### src/rtl/gcd_job_dispatcher_pkg.sv
// Shared types for the gcd job dispatcher.
//   GCD_W        : operand/result width of the gcd core
//   disp_state_t : dispatcher FSM states
//   gcd_pair_t   : one queued operand pair {a, b}
package gcd_job_dispatcher_pkg;

    localparam int unsigned GCD_W = 32;

    typedef enum logic [1:0] {
        StIdle,
        StLaunch,
        StWait,
        StResp
    } disp_state_t;

    typedef struct packed {
        logic [GCD_W-1:0] a;
        logic [GCD_W-1:0] b;
    } gcd_pair_t;

endpackage

### src/rtl/gcd_job_dispatcher_if.sv
// Bundle of every handshake/bus signal around the dispatcher.
//   req_*   : operand pair request port (valid/ready)
//   start, a_in, b_in, done, result : gcd core launch/completion port
//   rsp_*   : response port (valid/ready)
//   busy    : dispatcher has queued or in-flight work
// Modports: master = environment (request source, gcd core, response sink),
//           slave  = the dispatcher itself.
interface gcd_job_dispatcher_if #(
    parameter int unsigned W = 32
) ();

    logic         req_valid;
    logic         req_ready;
    logic [W-1:0] req_a;
    logic [W-1:0] req_b;

    logic         start;
    logic [W-1:0] a_in;
    logic [W-1:0] b_in;
    logic         done;
    logic [W-1:0] result;

    logic         rsp_valid;
    logic         rsp_ready;
    logic [W-1:0] rsp_a;
    logic [W-1:0] rsp_b;
    logic [W-1:0] rsp_gcd;
    logic         rsp_err;

    logic         busy;

    modport master (
        output req_valid, req_a, req_b, done, result, rsp_ready,
        input  req_ready, start, a_in, b_in, rsp_valid, rsp_a, rsp_b, rsp_gcd, rsp_err, busy
    );

    modport slave (
        input  req_valid, req_a, req_b, done, result, rsp_ready,
        output req_ready, start, a_in, b_in, rsp_valid, rsp_a, rsp_b, rsp_gcd, rsp_err, busy
    );

endinterface

### src/rtl/gcd_job_dispatcher_req_fifo.sv
// Request FIFO for the gcd job dispatcher: DEPTH entries of WIDTH bits, strict order.
//   i_clk, i_rst_n : clock, asynchronous active-low reset
//   i_push, i_wdata: write one entry (ignored when full)
//   i_pop, o_rdata : o_rdata is the current head; i_pop advances it (ignored when empty)
//   o_full, o_empty, o_count : occupancy derived from the registered count
module gcd_job_dispatcher_req_fifo #(
    parameter int unsigned WIDTH = 64,
    parameter int unsigned DEPTH = 4,
    localparam int unsigned CntW = $clog2(DEPTH + 1),
    localparam int unsigned PtrW = $clog2(DEPTH)
) (
    input  logic             i_clk,
    input  logic             i_rst_n,
    input  logic             i_push,
    input  logic [WIDTH-1:0] i_wdata,
    input  logic             i_pop,
    output logic [WIDTH-1:0] o_rdata,
    output logic             o_full,
    output logic             o_empty,
    output logic [CntW-1:0]  o_count
);

    logic [WIDTH-1:0] r_mem [DEPTH];
    logic [PtrW-1:0]  r_wptr;
    logic [PtrW-1:0]  r_rptr;
    logic [CntW-1:0]  r_count;
    logic             w_do_push;
    logic             w_do_pop;

    assign o_full    = (r_count == CntW'(DEPTH));
    assign o_empty   = (r_count == '0);
    assign o_count   = r_count;
    assign o_rdata   = r_mem[r_rptr];
    assign w_do_push = i_push && !o_full;
    assign w_do_pop  = i_pop && !o_empty;

    // DEPTH is a power of two, so the pointers wrap by plain overflow.
    always_ff @(posedge i_clk or negedge i_rst_n) begin
        if (!i_rst_n) begin
            for (int i = 0; i < int'(DEPTH); i++) begin
                r_mem[i] <= '0;
            end
            r_wptr  <= '0;
            r_rptr  <= '0;
            r_count <= '0;
        end else begin
            if (w_do_push) begin
                r_mem[r_wptr] <= i_wdata;
                r_wptr        <= r_wptr + 1'b1;
            end
            if (w_do_pop) begin
                r_rptr <= r_rptr + 1'b1;
            end
            unique case ({w_do_push, w_do_pop})
                2'b10:   r_count <= r_count + 1'b1;
                2'b01:   r_count <= r_count - 1'b1;
                default: r_count <= r_count;
            endcase
        end
    end

endmodule

### src/rtl/gcd_job_dispatcher.sv
// Upstream feeder for a gcd core. Queues operand pairs, launches one gcd job at a time,
// waits for done (guarded by a watchdog) and returns {a, b, gcd, err} on a response port.
// Pairs with a zero operand bypass the core and answer a|b directly.
//   i_clk, i_rst_n : clock, asynchronous active-low reset (shared with the gcd core)
//   bus            : slave side of gcd_job_dispatcher_if (request, core, response, busy)
// Parameters: W operand width, DEPTH request FIFO entries (power of 2, >= 2),
//             TIMEOUT number of WAIT cycles before a job is aborted with err=1.
module gcd_job_dispatcher
    import gcd_job_dispatcher_pkg::*;
#(
    parameter int unsigned W       = GCD_W,
    parameter int unsigned DEPTH   = 4,
    parameter int unsigned TIMEOUT = 256
) (
    input  logic                  i_clk,
    input  logic                  i_rst_n,
    gcd_job_dispatcher_if.slave   bus
);

    localparam int unsigned CntW = $clog2(DEPTH + 1);
    localparam int unsigned WdW  = $clog2(TIMEOUT + 1);
    // Watchdog value seen on the last permitted WAIT cycle.
    localparam logic [WdW-1:0] WdLast = WdW'(TIMEOUT - 1);

    disp_state_t     r_state;
    logic            r_start;
    logic [W-1:0]    r_a_in;
    logic [W-1:0]    r_b_in;
    logic            r_rsp_valid;
    logic [W-1:0]    r_rsp_a;
    logic [W-1:0]    r_rsp_b;
    logic [W-1:0]    r_rsp_gcd;
    logic            r_rsp_err;
    logic [WdW-1:0]  r_wdog;

    logic            w_push;
    logic            w_pop;
    logic            w_full;
    logic            w_empty;
    logic [CntW-1:0] w_count;
    logic [2*W-1:0]  w_head;
    logic [W-1:0]    w_head_a;
    logic [W-1:0]    w_head_b;

    assign w_push   = bus.req_valid && !w_full;
    assign w_pop    = (r_state == StIdle) && !w_empty;
    assign w_head_a = w_head[2*W-1:W];
    assign w_head_b = w_head[W-1:0];

    gcd_job_dispatcher_req_fifo #(
        .WIDTH (2 * W),
        .DEPTH (DEPTH)
    ) u_req_fifo (
        .i_clk   (i_clk),
        .i_rst_n (i_rst_n),
        .i_push  (w_push),
        .i_wdata ({bus.req_a, bus.req_b}),
        .i_pop   (w_pop),
        .o_rdata (w_head),
        .o_full  (w_full),
        .o_empty (w_empty),
        .o_count (w_count)
    );

    always_ff @(posedge i_clk or negedge i_rst_n) begin
        if (!i_rst_n) begin
            r_state     <= StIdle;
            r_start     <= 1'b0;
            r_a_in      <= '0;
            r_b_in      <= '0;
            r_rsp_valid <= 1'b0;
            r_rsp_a     <= '0;
            r_rsp_b     <= '0;
            r_rsp_gcd   <= '0;
            r_rsp_err   <= 1'b0;
            r_wdog      <= '0;
        end else begin
            unique case (r_state)
                StIdle: begin
                    if (!w_empty) begin
                        if ((w_head_a == '0) || (w_head_b == '0)) begin
                            // gcd(x, 0) = x and gcd(0, 0) = 0, so a|b is the answer.
                            r_rsp_a     <= w_head_a;
                            r_rsp_b     <= w_head_b;
                            r_rsp_gcd   <= w_head_a | w_head_b;
                            r_rsp_err   <= 1'b0;
                            r_rsp_valid <= 1'b1;
                            r_state     <= StResp;
                        end else begin
                            r_a_in  <= w_head_a;
                            r_b_in  <= w_head_b;
                            r_start <= 1'b1;
                            r_state <= StLaunch;
                        end
                    end
                end
                StLaunch: begin
                    r_start <= 1'b0;
                    r_wdog  <= '0;
                    r_state <= StWait;
                end
                StWait: begin
                    // done wins over a watchdog expiry in the same cycle.
                    if (bus.done) begin
                        r_rsp_a     <= r_a_in;
                        r_rsp_b     <= r_b_in;
                        r_rsp_gcd   <= bus.result;
                        r_rsp_err   <= 1'b0;
                        r_rsp_valid <= 1'b1;
                        r_state     <= StResp;
                    end else if (r_wdog == WdLast) begin
                        r_rsp_a     <= r_a_in;
                        r_rsp_b     <= r_b_in;
                        r_rsp_gcd   <= '0;
                        r_rsp_err   <= 1'b1;
                        r_rsp_valid <= 1'b1;
                        r_state     <= StResp;
                    end else begin
                        r_wdog <= r_wdog + 1'b1;
                    end
                end
                StResp: begin
                    if (bus.rsp_ready) begin
                        r_rsp_valid <= 1'b0;
                        r_state     <= StIdle;
                    end
                end
                default: begin
                    r_state <= StIdle;
                end
            endcase
        end
    end

    assign bus.req_ready = !w_full;
    assign bus.start     = r_start;
    assign bus.a_in      = r_a_in;
    assign bus.b_in      = r_b_in;
    assign bus.rsp_valid = r_rsp_valid;
    assign bus.rsp_a     = r_rsp_a;
    assign bus.rsp_b     = r_rsp_b;
    assign bus.rsp_gcd   = r_rsp_gcd;
    assign bus.rsp_err   = r_rsp_err;
    assign bus.busy      = (r_state != StIdle) || (w_count != '0);

endmodule

### src/flat_wrapper.sv
// flat-port wrapper written by rule: the top's interface ports become plain ports
module gcd_job_dispatcher_flat import gcd_job_dispatcher_pkg::*;
#(
    parameter int unsigned W       = GCD_W,
    parameter int unsigned DEPTH   = 4,
    parameter int unsigned TIMEOUT = 256
)
  (i_clk, i_rst_n, bus_req_valid, bus_req_a, bus_req_b, bus_done, bus_result, bus_rsp_ready, bus_req_ready, bus_start, bus_a_in, bus_b_in, bus_rsp_valid, bus_rsp_a, bus_rsp_b, bus_rsp_gcd, bus_rsp_err, bus_busy);
  gcd_job_dispatcher_if #(.W(W)) bus_i ();
  input  logic i_clk;
  input  logic i_rst_n;
  input wire logic [$bits(bus_i.req_valid)-1:0] bus_req_valid;
  input wire logic [$bits(bus_i.req_a)-1:0] bus_req_a;
  input wire logic [$bits(bus_i.req_b)-1:0] bus_req_b;
  input wire logic [$bits(bus_i.done)-1:0] bus_done;
  input wire logic [$bits(bus_i.result)-1:0] bus_result;
  input wire logic [$bits(bus_i.rsp_ready)-1:0] bus_rsp_ready;
  output wire logic [$bits(bus_i.req_ready)-1:0] bus_req_ready;
  output wire logic [$bits(bus_i.start)-1:0] bus_start;
  output wire logic [$bits(bus_i.a_in)-1:0] bus_a_in;
  output wire logic [$bits(bus_i.b_in)-1:0] bus_b_in;
  output wire logic [$bits(bus_i.rsp_valid)-1:0] bus_rsp_valid;
  output wire logic [$bits(bus_i.rsp_a)-1:0] bus_rsp_a;
  output wire logic [$bits(bus_i.rsp_b)-1:0] bus_rsp_b;
  output wire logic [$bits(bus_i.rsp_gcd)-1:0] bus_rsp_gcd;
  output wire logic [$bits(bus_i.rsp_err)-1:0] bus_rsp_err;
  output wire logic [$bits(bus_i.busy)-1:0] bus_busy;
  assign bus_i.req_valid = bus_req_valid;
  assign bus_i.req_a = bus_req_a;
  assign bus_i.req_b = bus_req_b;
  assign bus_i.done = bus_done;
  assign bus_i.result = bus_result;
  assign bus_i.rsp_ready = bus_rsp_ready;
  assign bus_req_ready = bus_i.req_ready;
  assign bus_start = bus_i.start;
  assign bus_a_in = bus_i.a_in;
  assign bus_b_in = bus_i.b_in;
  assign bus_rsp_valid = bus_i.rsp_valid;
  assign bus_rsp_a = bus_i.rsp_a;
  assign bus_rsp_b = bus_i.rsp_b;
  assign bus_rsp_gcd = bus_i.rsp_gcd;
  assign bus_rsp_err = bus_i.rsp_err;
  assign bus_busy = bus_i.busy;
  gcd_job_dispatcher #(.W(W), .DEPTH(DEPTH), .TIMEOUT(TIMEOUT)) u_core (.i_clk(i_clk), .i_rst_n(i_rst_n), .bus(bus_i));
endmodule
### config.mk
export PLATFORM = sky130hd
export DESIGN_NAME = gcd_job_dispatcher_flat
export DESIGN_NICKNAME = d
export VERILOG_FILES = /design/src/rtl/gcd_job_dispatcher_pkg.sv /design/src/rtl/gcd_job_dispatcher_if.sv /design/src/rtl/gcd_job_dispatcher_req_fifo.sv /design/src/rtl/gcd_job_dispatcher.sv /design/src/flat_wrapper.sv
export SDC_FILE = /design/constraint.sdc
export NUM_CORES = 1
export LEC_CHECK = 0
export ABC_AREA = 1
export ABC_CLOCK_PERIOD_IN_PS = 4930
export CAP_MARGIN = 20
export CORE_ASPECT_RATIO = 1.25
export CORE_UTILIZATION = 60
export DETAILED_ROUTE_END_ITERATION = 12
export GPL_TIMING_DRIVEN = 0
export PLACE_DENSITY = 0.95
export RECOVER_POWER = 100
export SYNTH_ARGS = -nofsm -noshare
export SYNTH_HDL_FRONTEND = slang
export SYNTH_SLANG_ARGS = --single-unit
### constraint.sdc
create_clock -name i_clk -period 4.93 [get_ports i_clk]
set_input_delay 1.2325 -clock i_clk [delete_from_list [all_inputs] [get_ports i_clk]]
set_output_delay 1.2325 -clock i_clk [all_outputs]
set_load 0.005 [all_outputs]
# Yosys cells after proc, flatten, opt, wreduce, memory -nomap -nowiden
# Cells that the tools add are included.
# W data, S select, Z words.
[classes]
magnitude_cmp = 3
n_bitwise = 5
n_eq_ne = 14
n_reduce_logical = 26
muxes = 44
add_sub_neg = 5
[op_table]
columns = ["operator", "n"]
rows = [
  ["$mux W32", 12],
  ["$bwmux W256", 1],
  ["$mux W64", 3],
  ["$pmux W32 S2", 3],
  ["$bmux W64 S2", 1],
  ["$demux W64 S2", 1],
  ["$logic_not A32 Y1", 2],
  ["$or A32 B32 Y32", 1],
  ["$mux W9", 2],
  ["$pmux W9 S2", 1],
  ["$ne A2 B2 Y1 const B", 6],
  ["$reduce_and A3 Y1", 4],
  ["$mux W1", 10],
  ["$mux W2", 5],
  ["$reduce_bool A2 Y1", 5],
  ["$add A9 B1 Y9 const B", 1],
  ["$eq A9 B8 Y1 const B", 1],
  ["$pmux W2 S4", 1],
  ["$eq A2 B2 Y1 const B", 3],
  ["$ge A3 B3 Y1 const B", 2],
  ["$not A2 Y3", 2],
  ["$pmux W3 S2", 1],
  ["$reduce_bool A3 Y1", 2],
  ["$logic_and A1 B1 Y1", 5],
  ["other kinds (16)", 22],
]
[word_totals]
input_bits = 101
out_inout_bits = 165
word_cells = 114
reg_bits = 437

# Longest topological paths before layout
# Gate-level depths: netlist (run 1).
[logic_depth]
word_depth = 9
mapped_depth = 18
depth_no_buf = 14

# Cells and area by module
# A second synthesis (run 1) with hierarchy kept.
[unflattened]
hier_cells = 2538
area_unflattened_um2 = 21194.1
[modules_own_cells]
columns = ["mod", "seq_area_each_um2", "cells_each", "n_inst", "area_per_inst_um2"]
rows = [
  ["gcd_job_dispatcher_req_fifo", 6581.3, 1620, 1, 13107.6],
  ["gcd_job_dispatcher", 4354.2, 918, 1, 8086.5],
]

# Least setup slack after synthesis (run 1)
# Ideal clock, no wire load.
[synth_path]
kind = "input to register"
start = "in bus_done"
end = "reg u_core.r_rsp_a[10], in the netlist u_core.bus.rsp_a[10]"
path_buffers = 3
t_arrival_ns = 2.572
setup_ns = 0.066
required_ns = 4.864
cell_stages = 11
path_slack_ns = 2.292
path_cell_list = "clkbuf_1 -> inv_1 -> nand2_1 -> nor2_1 -> inv_1 -> nand2_1 -> nor2_1 -> clkbuf_1 -> clkbuf_1 -> nand3_1 -> nand2_1"
[synth_via]
elab_chain_cells = 2
word_cells_on_any_way = 4
cone_classes = "eq/ne: 1; mux: 2; reduce/logical: 1"
[synth_lines]
columns = ["element", "line_no", "source"]
rows = [
  ["start: declaration", "flat_wrapper.sv:15", "input wire logic [$bits(bus_i.done)-1:0] bus_done;"],
  ["$ne A3 B2 Y1 (no source line) or $mux W32 (tied branches)", "n/a", ""],
  ["$reduce_and A4 Y1 (no source line) or $pmux W32 S2 (tied branches)", "n/a", ""],
  ["end signal: assignment", "gcd_job_dispatcher.sv:83", "r_rsp_a <= w_head_a;"],
  ["end signal: assignment", "gcd_job_dispatcher.sv:105", "r_rsp_a <= r_a_in;"],
  ["end signal: assignment", "gcd_job_dispatcher.sv:112", "r_rsp_a <= r_a_in;"],
  ["end: declaration", "gcd_job_dispatcher.sv:30", "logic [W-1:0] r_rsp_a;"],
]
# Several ways; a longest one is shown, not always the timed one.
# A chain may end at the register's enable or synchronous reset.

# Final worst setup path (run 1)
[layout_path]
start = "reg u_core.u_req_fifo.r_rptr[0]"
end = "reg u_core.r_b_in[25], in the netlist u_core.bus.b_in[25]"
[layout_via]
elab_chain_cells = 8
word_cells_on_any_way = 9
cone_classes = "mux: 3; bitwise: 2; reduce/logical: 4"
[layout_lines]
columns = ["element", "line_no", "source"]
rows = [
  ["start: declaration", "gcd_job_dispatcher_req_fifo.sv:25", "logic [PtrW-1:0] r_rptr;"],
  ["start signal: assignment", "gcd_job_dispatcher_req_fifo.sv:52", "r_rptr <= r_rptr + 1'b1;"],
  ["$not A2 Y3 (not written as such) (*)", "gcd_job_dispatcher_req_fifo.sv:33", "assign o_rdata = r_mem[r_rptr];"],
  ["$bmux W64 S2 (*)", "gcd_job_dispatcher_req_fifo.sv:33", ""],
  ["$mux W64 (not written as such) (*) (2 in series)", "gcd_job_dispatcher_req_fifo.sv:33", ""],
  ["$logic_not A32 Y1", "gcd_job_dispatcher.sv:81", "if ((w_head_a == '0) || (w_head_b == '0)) begin"],
  ["$logic_or A1 B1 Y1", "gcd_job_dispatcher.sv:81", ""],
  ["$not A1 Y1 (no source line)", "n/a", ""],
  ["$reduce_and A3 Y1 (no source line)", "n/a", ""],
  ["end signal: assignment", "gcd_job_dispatcher.sv:91", "r_b_in <= w_head_b;"],
  ["end: declaration", "gcd_job_dispatcher.sv:28", "logic [W-1:0] r_b_in;"],
]
# Every way passes the cells marked *; elsewhere a longest branch is shown, timed or not. The select of a mux whose other input is x is not followed.

==> impl_metrics.ini, run 1 <==
[run_status]
outcome = finished, violations left
violations = max-capacitance violations, max-slew violations

[route]
viasPerCell = 6.71
wl_per_cell_microns = 25.9
antenna_left = 0
dr.pass1.iters = 7
drc = 0
drt_iter0_markers = 3177
routed_wl_mm = 72.7
vias = 18788

[timing]
min_period_ns = 4.17
finalSetupViolCount = 0
rsz0062_at_grt = no
fin_skew_ns = 0.0231
fmax_mhz = 240
timing.slew.headroom = -0.583
fin_crit_sh = 0.846
slew_viol_final = 86
tightest_slew_ns = 2.37
tns_ns = 0
hold_slack_ns = 0.469
hold_violations = 0

[global_route]
grt_pass1_vias = 19164
grt_max_degree = 95
track_usage = 0.441
antenna_found_initial = 3
grt_pass1_wl_mm = 109
grt_overflow = 0

[floorplanning]
rows = 74
fp.dieW_microns = 165
core_area_sq_mm = 0.0326
initial_core_util = 0.610
io_pins = 266
dieArea_sq_mm = 0.0338
die_h_microns = 205

[worst_setup_path]
cp-startpoint = u_core.u_req_fifo.r_rptr[0]$_DFFE_PN0P_
critPathMaxFanout = 10
r2r-start = u_core.u_req_fifo.r_rptr[0]$_DFFE_PN0P_
critPathKind = register to register
endpoint_kind = register
required_ns = 5.37
critPathLaunchType = register
arrival_ns = 4.61

[power]
power_density_mw_per_mm2 = 839
p_total_w = 0.0205
switching_share = 0.460
p_int_w = 0.0111
peakVddDrop_mv = 0.434
seqPwrFrac = 0.326
p_sw_w = 0.00941
p_leak_nw = 11.2
power_frac_clock = 0.160
power_frac_comb = 0.514

[worst_hold_path]
hold_path_startpoint = u_core.bus.rsp_a[28]$_DFFE_PN0P_
hold_class = register to register

[clocking]
cts_buffer_depth = 3
clkTransAtPathRegs_ns = 0.07
cts-resized-gates = 0
cts_buffers = 41
cts.sinks = 437
htreeDepth = 2
worstSkewPairLatency_ns = 0.59
post_cts_buffers = 0
cts_tree = done
holdBufCountCts = 0
cts-root-buf = clkbuf_16

[finish]
nets = 2463
areaGrowthSynthToFinish_pct = 22.8
drive_gt1_frac = 0.156

[logic_synthesis]
seq_area_frac_synth = 0.550
synth_area_leaders = dfrtp_1 55%, mux2_2 14%, nand2_1 13%
syn_avg_cell_area_sq_um = 9.74
yosysTopAreaCellShare = 0.550
yosys.area.top_type = dfrtp_1
ys_warn_count = 0
syn_nets = 2152
synth.distinct_cells = 30
synth_edf_count = 0
async_flop_share = 1.00
synthFlopType = dfrtp_1
synthesis.instances = 2039
syn_area_sq_mm = 0.0199
ys_ff_latch = 437
post-synth-top-count-cell = nand2_1
yosys-top-cells-count = 671 x nand2_1, 437 x dfrtp_1, 255 x mux2_2, 196 x nand3_1, 136 x o21ai_0

[place]
globalplace.congestion = 0.958
numPortBuffers = 264
hpwlAfterDp_mm = 47.2

[flow_run]
max-cap-violations = 1
critical path: stages (launching register included):
cell and delay (ns):
dfrtp_1 0.38, clkbuf_1 0.19, inv_1 0.17, clkbuf_1 0.66, clkbuf_1 0.56, nand2_1 0.14
nand3_1 0.11, nand2_1 0.36, nand2_1 0.16, nor2_1 0.05, nand2_1 0.07, nor2_1 0.05
nand2_1 0.11, nand4_1 0.16, clkbuf_1 0.34, buf_4 0.28, nand2_1 0.09, o21ai_0 0.12
routing by layer:
layer  global-route usage  up-vias  part of all wire
li1                     -     7429                 -
met5              0.00303        -           0.00052
met1                0.486     8879              0.32
met3                0.182      630              0.14
met2                0.670     1846              0.45
met4                0.346        4             0.093
cells by family (layout without fill, tap and decap cells):
kind of cell / Yosys count / count (layout) / share of synthesized area
and+or+nand+nor: 920 / 920 / 0.187
DFF: 437 / 437 / 0.550
muxes: 255 / 255 / 0.145
AOI/OAI and AO/OA: 243 / 243 / 0.0649
buffers and inverters: 168 / 511 / 0.0430
adders and majority gates: 12 / 12 / 0.00794
xor gates and xnor gates: 4 / 4 / 0.00176
other: 0 / 1 / 0
layout make-up:
class | count | area [sq um]
diodes | 1 | 2.50
clock buffers | 66 | 1270
repair buffers | 268 | 2740
well taps | 418 | 523
inverters | 33 | 124
multi-input cells | 1434 | 8060
fillers | 1891 | 8190
clock inverters | 9 | 85.1
plain buffers | 135 | 668
flip-flops and latches | 437 | 10900
power groups by stage:
stage | Combinational [W] | Sequential [W] | Clock [W]
floorplan | 0.00585 | 0.00627 | 0
global placement | 0.00941 | 0.00646 | 0
detailed placement | 0.00991 | 0.00658 | 0
CTS | 0.0102 | 0.00659 | 0.00320
global route | 0.0111 | 0.00678 | 0.00336
finish | 0.0105 | 0.00667 | 0.00327
worst paths after layout:
path                                                            end  slack, ns  cells past startpoint
setup reg to reg                    u_core.bus.b_in[25]$_DFFE_PN0P_       0.76                     17
max in group asynchronous  u_core.u_req_fifo.r_mem[113]$_DFFE_PN0P_       1.27                      4
hold reg to reg                    u_core.bus.rsp_a[28]$_DFFE_PN0P_       0.47                      2
setup / recovery                    u_core.bus.b_in[25]$_DFFE_PN0P_       0.76                     17
hold / removal                     u_core.bus.rsp_a[28]$_DFFE_PN0P_       0.47                      2
min in group asynchronous          u_core.bus.rsp_b[25]$_DFFE_PN0P_       0.59                      1
flip-flops by register name, summed over array words and instances (netlist names):
signal,count
u_core.bus.a_in,32
u_core.bus.b_in,32
u_core.bus.rsp_a,32
u_core.bus.rsp_b,32
u_core.bus.rsp_err,1
u_core.bus.rsp_gcd,32
u_core.bus.rsp_valid,1
u_core.bus.start,1
u_core.r_state,2
u_core.r_wdog,9
u_core.u_req_fifo.o_count,3
u_core.u_req_fifo.r_mem,256
u_core.u_req_fifo.r_rptr,2
u_core.u_req_fifo.r_wptr,2
metrics by stage:
| step | instances | instance area, sq um | setup slack (ns) | utilization |
|---|---|---|---|---|
| 4_1_cts | 2800 | 24500 | 1.66 | 0.752 |
| 5_1_grt | 2800 | 24400 | 0.682 | 0.749 |
| 2_1_floorplan | 2039 | 19900 | 2.29 | - |
| 6_report | 2801 | 24400 | 0.759 | 0.749 |
| 3_3_place_gp | 2721 | 23000 | -15.14 | 0.707 |
| 3_5_place_dp | 2725 | 23100 | 1.15 | 0.710 |
placed cells by master, fill, tap and decap left out, types with 2 or more instances in the layout:
cell type,count
clkdlybuf4s50_1,97
ha_1,11
o21ai_0,165
xnor2_1,2
o22ai_1,3
buf_6,12
nand3_1,196
mux2_2,246
nor2_1,43
buf_16,3
nor3_1,3
buf_4,8
clkbuf_8,11
mux2_1,9
clkinv_2,6
inv_1,32
buf_2,33
dfrtp_1,437
buf_1,8
o21ai_2,2
o21ai_1,2
nand2_1,672
a21oi_1,37
dlygate4sd3_1,166
nand4_1,3
a31oi_1,32
clkbuf_1,86
xor2_1,2
clkbuf_16,43
Power figures use the tool's default switching activity.
==> run 2: changes to the inputs <==
--- a/config.mk
+++ b/config.mk
@@ -6,13 +6,13 @@
 export NUM_CORES = 1
 export LEC_CHECK = 0
 export ABC_AREA = 1
-export ABC_CLOCK_PERIOD_IN_PS = 4930
+export ABC_CLOCK_PERIOD_IN_PS = 3500
 export CAP_MARGIN = 20
 export CORE_ASPECT_RATIO = 1.25
-export CORE_UTILIZATION = 60
+export CORE_UTILIZATION = 50
 export DETAILED_ROUTE_END_ITERATION = 12
 export GPL_TIMING_DRIVEN = 0
-export PLACE_DENSITY = 0.95
+export PLACE_DENSITY = 0.85
 export RECOVER_POWER = 100
 export SYNTH_ARGS = -nofsm -noshare
 export SYNTH_HDL_FRONTEND = slang
==> constraint.sdc (replaced) <==
create_clock -name i_clk -period 3.5 [get_ports i_clk]
set_input_delay 0.875 -clock i_clk [delete_from_list [all_inputs] [get_ports i_clk]]
set_output_delay 0.875 -clock i_clk [all_outputs]
set_load 0.005 [all_outputs]
==> run 2 against run 1 <==
The run still ends with max-capacitance violations, max-slew violations left; sequential cell count stayed put; first-iteration DRC count is 39% lower; global-route usage is 11 points lower; combinational power is 35% higher; cell area is 0.52% higher; count of clock-buffer cells in the layout is 4 lower; die area is 20% higher; via count is 7.7% lower; critical path type unchanged; highest routed layer is now met4.
==> impl_metrics.ini, run 2 (synthesized netlist as in run 1, its figures left out) <==
[route]
antenna_left = 0
drc = 0
vias = 17340
dr.pass1.iters = 6
wl_per_cell_microns = 23.1
drt_iter0_markers = 1932
routed_wl_mm = 66.4
viasPerCell = 6.02

[clocking]
cts_tree = done
cts_buffer_depth = 3
worstSkewPairLatency_ns = 0.56
post_cts_buffers = 0
holdBufCountCts = 0
cts-root-buf = clkbuf_16
cts_buffers = 42
cts-resized-gates = 0
clkTransAtPathRegs_ns = 0.06
htreeDepth = 2
cts.sinks = 437

[global_route]
antenna_found_initial = 1
grt_max_degree = 129
grt_overflow = 0
track_usage = 0.328
grt_pass1_wl_mm = 101
grt_pass1_vias = 17354

[worst_setup_path]
arrival_ns = 3.79
crit_family = simple AND/OR/NAND/NOR gates
critPathKind = register to register
endpoint_kind = register
slowest_delay_ns = 0.60
critPathLaunchType = register
critPathMaxFanout = 10
worst-path-buf-inv = 4
crit_top_cell = nand2_1
required_ns = 3.93
crit_path_cell_trace = inv_2 -> clkbuf_1 -> nand3_1 -> nand2_1 -> nand2_1 -> nor2_1 -> nand2_1 -> nor2_1 -> nand2_1 -> nand3_2 -> nand2_1 -> buf_6 -> clkbuf_2 -> nand2_1 -> nand2_1
slowest_stage = clkbuf_1

[timing]
min_period_ns = 3.36
slew_viol_final = 88
fin_skew_ns = 0.0192
fin_crit_sh = 0.960
fmax_mhz = 298
hold_violations = 0
finalSetupViolCount = 0
rsz0062_at_grt = no
tns_ns = 0
tightest_slew_ns = 2.28
hold_slack_ns = 0.469
timing.slew.headroom = -0.523

[power]
p_total_w = 0.0280
power_density_mw_per_mm2 = 1140
p_leak_nw = 11.2
peakVddDrop_mv = 0.455

[floorplanning]
initial_core_util = 0.508
core_area_sq_mm = 0.0391
die_h_microns = 225
dieArea_sq_mm = 0.0405
fp.dieW_microns = 180
io_pins = 266
rows = 81

[place]
hpwlAfterDp_mm = 46.7
numPortBuffers = 264
globalplace.congestion = 0.936

[finish]
drive_gt1_frac = 0.165
largest_reg_flops = 256
areaGrowthSynthToFinish_pct = 23.5
nets = 2463
largest_register = u_core.u_req_fifo.r_mem
final_cell_mix = 672 x nand2_1, 437 x dfrtp_1, 252 x mux2_2
final_common_cell = nand2_1

[run_status]
outcome = finished, violations left
violations = max-capacitance violations, max-slew violations

[flow_run]
max-cap-violations = 1

[worst_hold_path]
hold_class = register to register
run 2: cell types whose count changed in the layout (fill, tap and decap cells not counted), sizes merged:
| cell | previous run | this run |
|---|---|---|
| clkbuf | 141 | 138 |
| clkinv | 7 | 10 |
| buf | 65 | 63 |
| bufinv | 1 | 2 |
| diode | 1 | 2 |
run 2: routing by layer:
layer  global-route usage  part of all wire  vias to the layer above
li1                     -                 -                     7431
met1                0.391              0.36                     8496
met2                0.535              0.47                     1114
met3               0.0792              0.10                      299
met4                0.212             0.070                        0
met5                    0                 0                        -
run 2: through the flow:
step | setup WS, ns | instances | util | instance area, sq um
3_3_place_gp | -16.45 | 2801 | 0.591 | 23100
2_1_floorplan | 1.22 | 2039 | - | 19900
4_1_cts | 0.252 | 2879 | 0.629 | 24600
3_5_place_dp | 0.00182 | 2804 | 0.594 | 23200
6_report | 0.142 | 2881 | 0.627 | 24500
5_1_grt | 0.0262 | 2880 | 0.627 | 24500
run 2: worst paths after layout:
check                                                        start                                       to  slack [ns]  depth (start not counted)
hold reg to reg                   u_core.bus.rsp_a[17]$_DFFE_PN0P_         u_core.bus.rsp_a[17]$_DFFE_PN0P_        0.47                          2
max in group asynchronous                                  i_rst_n  u_core.u_req_fifo.r_mem[46]$_DFFE_PN0P_        0.50                          3
setup reg to reg           u_core.u_req_fifo.r_rptr[1]$_DFFE_PN0P_          u_core.bus.rsp_a[9]$_DFFE_PN0P_        0.14                         15
hold / removal                    u_core.bus.rsp_a[17]$_DFFE_PN0P_         u_core.bus.rsp_a[17]$_DFFE_PN0P_        0.47                          2
min in group asynchronous                                  i_rst_n         u_core.bus.rsp_b[22]$_DFFE_PN0P_        0.98                          1
setup / recovery           u_core.u_req_fifo.r_rptr[1]$_DFFE_PN0P_          u_core.bus.rsp_a[9]$_DFFE_PN0P_        0.14                         15
run 2: report_power, final:
| part | switching [W] | internal (W) |
|---|---|---|
| logic | 0.00879 | 0.00537 |
| registers | 0.00157 | 0.00762 |
| clock network | 0.00195 | 0.00268 |
| total | 0.0123 | 0.0157 |
run 2: tightest hold or removal path: stages, from the launching register on:
cell and delay [ns]:
dfrtp_1 0.34, nand2_1 0.05, nand2_1 0.05
run 2: area by class of cell:
type | count | area (sq um)
Sequential cell | 437 | 10900
Multi-Input combinational cell | 1434 | 8060
Buffer | 135 | 672
Clock buffer | 62 | 1280
Clock inverter | 13 | 123
Antenna cell | 2 | 5.00
Tap cell | 498 | 623
Fill cell | 3018 | 14600
Inverter | 33 | 124
Timing Repair Buffer | 267 | 2710
==> run 3: changes to the inputs <==
--- a/config.mk
+++ b/config.mk
@@ -13,7 +13,6 @@
 export DETAILED_ROUTE_END_ITERATION = 12
 export GPL_TIMING_DRIVEN = 0
 export PLACE_DENSITY = 0.85
-export RECOVER_POWER = 100
 export SYNTH_ARGS = -nofsm -noshare
 export SYNTH_HDL_FRONTEND = slang
 export SYNTH_SLANG_ARGS = --single-unit
==> run 3 against run 2 <==
The flow now finishes without violations; count of clock-buffer cells in the layout unchanged; global-route usage unchanged; clock skew increased by 0.0021 ns; core utilization increased by 0.23 points; sequential power up 0.5%; setup slack better by 0.027 ns; critical path depth decreased by 5; cell count barely moved; cell area rose by 0.37%; critical path type unchanged; sequential cell count unchanged; largest cell class unchanged; total power increased by 1.9%; die area unchanged.
==> impl_metrics.ini, run 3 (synthesized netlist as in run 1, its figures left out) <==
[global_route]
grt_pass1_wl_mm = 101
grt_pass1_vias = 17354
antenna_found_initial = 1
grt_overflow = 0
track_usage = 0.328
grt_max_degree = 129

[floorplanning]
fp.dieW_microns = 180
io_pins = 266
rows = 81
core_area_sq_mm = 0.0391
dieArea_sq_mm = 0.0405
initial_core_util = 0.508
die_h_microns = 225

[timing]
hold_violations = 0
setup_ws_ns = 0.169
slew_viol_final = 0
fin_skew_ns = 0.0213
finalSetupViolCount = 0
rsz0062_at_grt = no
min_period_ns = 3.33
fin_crit_sh = 0.952
fmax_mhz = 300
timing.slew.headroom = 0.304
tightest_slew_ns = 1.04

[finish]
final_cell_mix = 671 x nand2_1, 437 x dfrtp_1, 263 x clkdlybuf4s50_1
seq_area_sq_mm = 0.0109
nets = 2463
largest_reg_flops = 256
final_common_cell = nand2_1
fillers = 2992
areaGrowthSynthToFinish_pct = 23.9
largest_register = u_core.u_req_fifo.r_mem
multi_input_area_sq_mm = 0.00808
final_area_sq_mm = 0.0246
drive_gt1_frac = 0.178

[clocking]
post_cts_buffers = 0
cts.sinks = 437
holdBufCountCts = 0
clkTransAtPathRegs_ns = 0.06
cts-root-buf = clkbuf_16
cts-resized-gates = 0
worstSkewPairLatency_ns = 0.56
htreeDepth = 2
cts_tree = done
cts_buffers = 42
cts_buffer_depth = 3

[worst_setup_path]
crit_top_cell = clkbuf_1
slowest_stage = clkbuf_1
critPathKind = register to register
crit_path_cell_trace = inv_1 -> ha_1 -> clkbuf_1 -> clkbuf_1 -> nor2_1 -> nor2_1 -> clkbuf_1 -> clkbuf_1 -> nand3_1 -> nand2_1
critPathLaunchType = register
endpoint_kind = register
crit_family = buffers and inverters
critPathMaxFanout = 10
reg2reg_slack_ns = 0.17
worst-path-buf-inv = 5
arrival_ns = 3.81
slowest_delay_ns = 0.55
r2r-start = u_core.r_state[0]$_DFFE_PN0P_
cp.depth = 10
r2r_end = u_core.bus.rsp_a[16]$_DFFE_PN0P_
required_ns = 3.98
reg2regPathDepth = 10

[worst_hold_path]
hold_class = input pin to asynchronous set/reset pin

[route]
drc = 0
antenna_left = 0
drt_iter0_markers = 1957
routed_wl_mm = 66.6
wl_per_cell_microns = 23.1
dr.pass1.iters = 8
vias = 17303
viasPerCell = 6.01

[place]
globalplace.congestion = 0.936
preCtsSetupSlack_ns = 0.00182
hpwlAfterDp_mm = 46.7
numPortBuffers = 264
placed_cell_area_sq_mm = 0.0232

[power]
power_density_mw_per_mm2 = 1160
p_leak_nw = 11.1
peakVddDrop_mv = 0.458

[flow_run]
max-cap-violations = 0

[run_status]
outcome = complete, no violations
[run 3: cell count changes in the layout (fill, tap and decap cells not counted), moves of 3 or more]
cell | before | now
o21ai_2 | 2 | 6
clkbuf_1 | 70 | 46
clkdlybuf4s50_1 | 97 | 263
buf_2 | 31 | 58
mux2_2 | 252 | 255
o21ai_1 | 4 | 27
mux2_1 | 3 | 0
clkbuf_2 | 12 | 0
dlygate4sd3_1 | 166 | 0
o21ai_0 | 163 | 136
buf_6 | 8 | 12
[run 3: worst max-delay path by stage]
stage                                        from                                       end  slack, ns
floorplan                                bus_done          u_core.bus.rsp_a[10]$_DFFE_PN0P_       1.22
global placement                          i_rst_n  u_core.u_req_fifo.r_mem[106]$_DFFE_PN0P_     -16.45
detailed placement                  bus_req_valid  u_core.u_req_fifo.r_mem[177]$_DFFE_PN0P_      0.002
CTS                 u_core.r_state[0]$_DFFE_PN0P_          u_core.bus.rsp_b[19]$_DFFE_PN0P_       0.25
global route        u_core.r_state[0]$_DFFE_PN0P_          u_core.bus.rsp_b[13]$_DFFE_PN0P_       0.05
finish              u_core.r_state[0]$_DFFE_PN0P_          u_core.bus.rsp_a[16]$_DFFE_PN0P_       0.17
[run 3: cell type report]
class / count / share of cell area
multi-input combinational: 1434 / 0.328
antenna: 1 / 0.000102
tap: 498 / 0.0253
timing repair buffer: 267 / 0.111
clock inverter: 13 / 0.00498
clock buffer: 62 / 0.0519
sequential: 437 / 0.444
buffer: 135 / 0.0296
inverter: 33 / 0.00503
[run 3: metal layers]
layer,track usage,share of wire,vias up
met5,0,0,-
met4,0.212,0.070,0
met3,0.0792,0.11,292
met2,0.535,0.47,1201
met1,0.391,0.36,8379
li1,-,-,7431
[run 3: power by group]
| group | internal (W) | leakage [nW] | switching, W |
|---|---|---|---|
| logic | 0.00581 | 5.11 | 0.00884 |
| clock network | 0.00268 | 0.703 | 0.00195 |
| registers | 0.00763 | 5.31 | 0.00162 |
| total | 0.0161 | 11.1 | 0.0124 |
[run 3: metrics by stage]
| stage | power (W) | setup TNS, ns | hold slack (ns) | cells | utilization |
|---|---|---|---|---|---|
| after floorplan | 0.0171 | 0 | 0.464 | 2039 | - |
| after global placement | 0.0226 | -7160.37 | 0.458 | 2801 | 0.591 |
| after detailed placement | 0.0232 | 0 | 0.463 | 2804 | 0.594 |
| after CTS | 0.0279 | 0 | 0.361 | 2879 | 0.629 |
| after global routing | 0.0299 | 0 | 0.368 | 2880 | 0.629 |
| final | 0.0285 | 0 | 0.329 | 2880 | 0.629 |
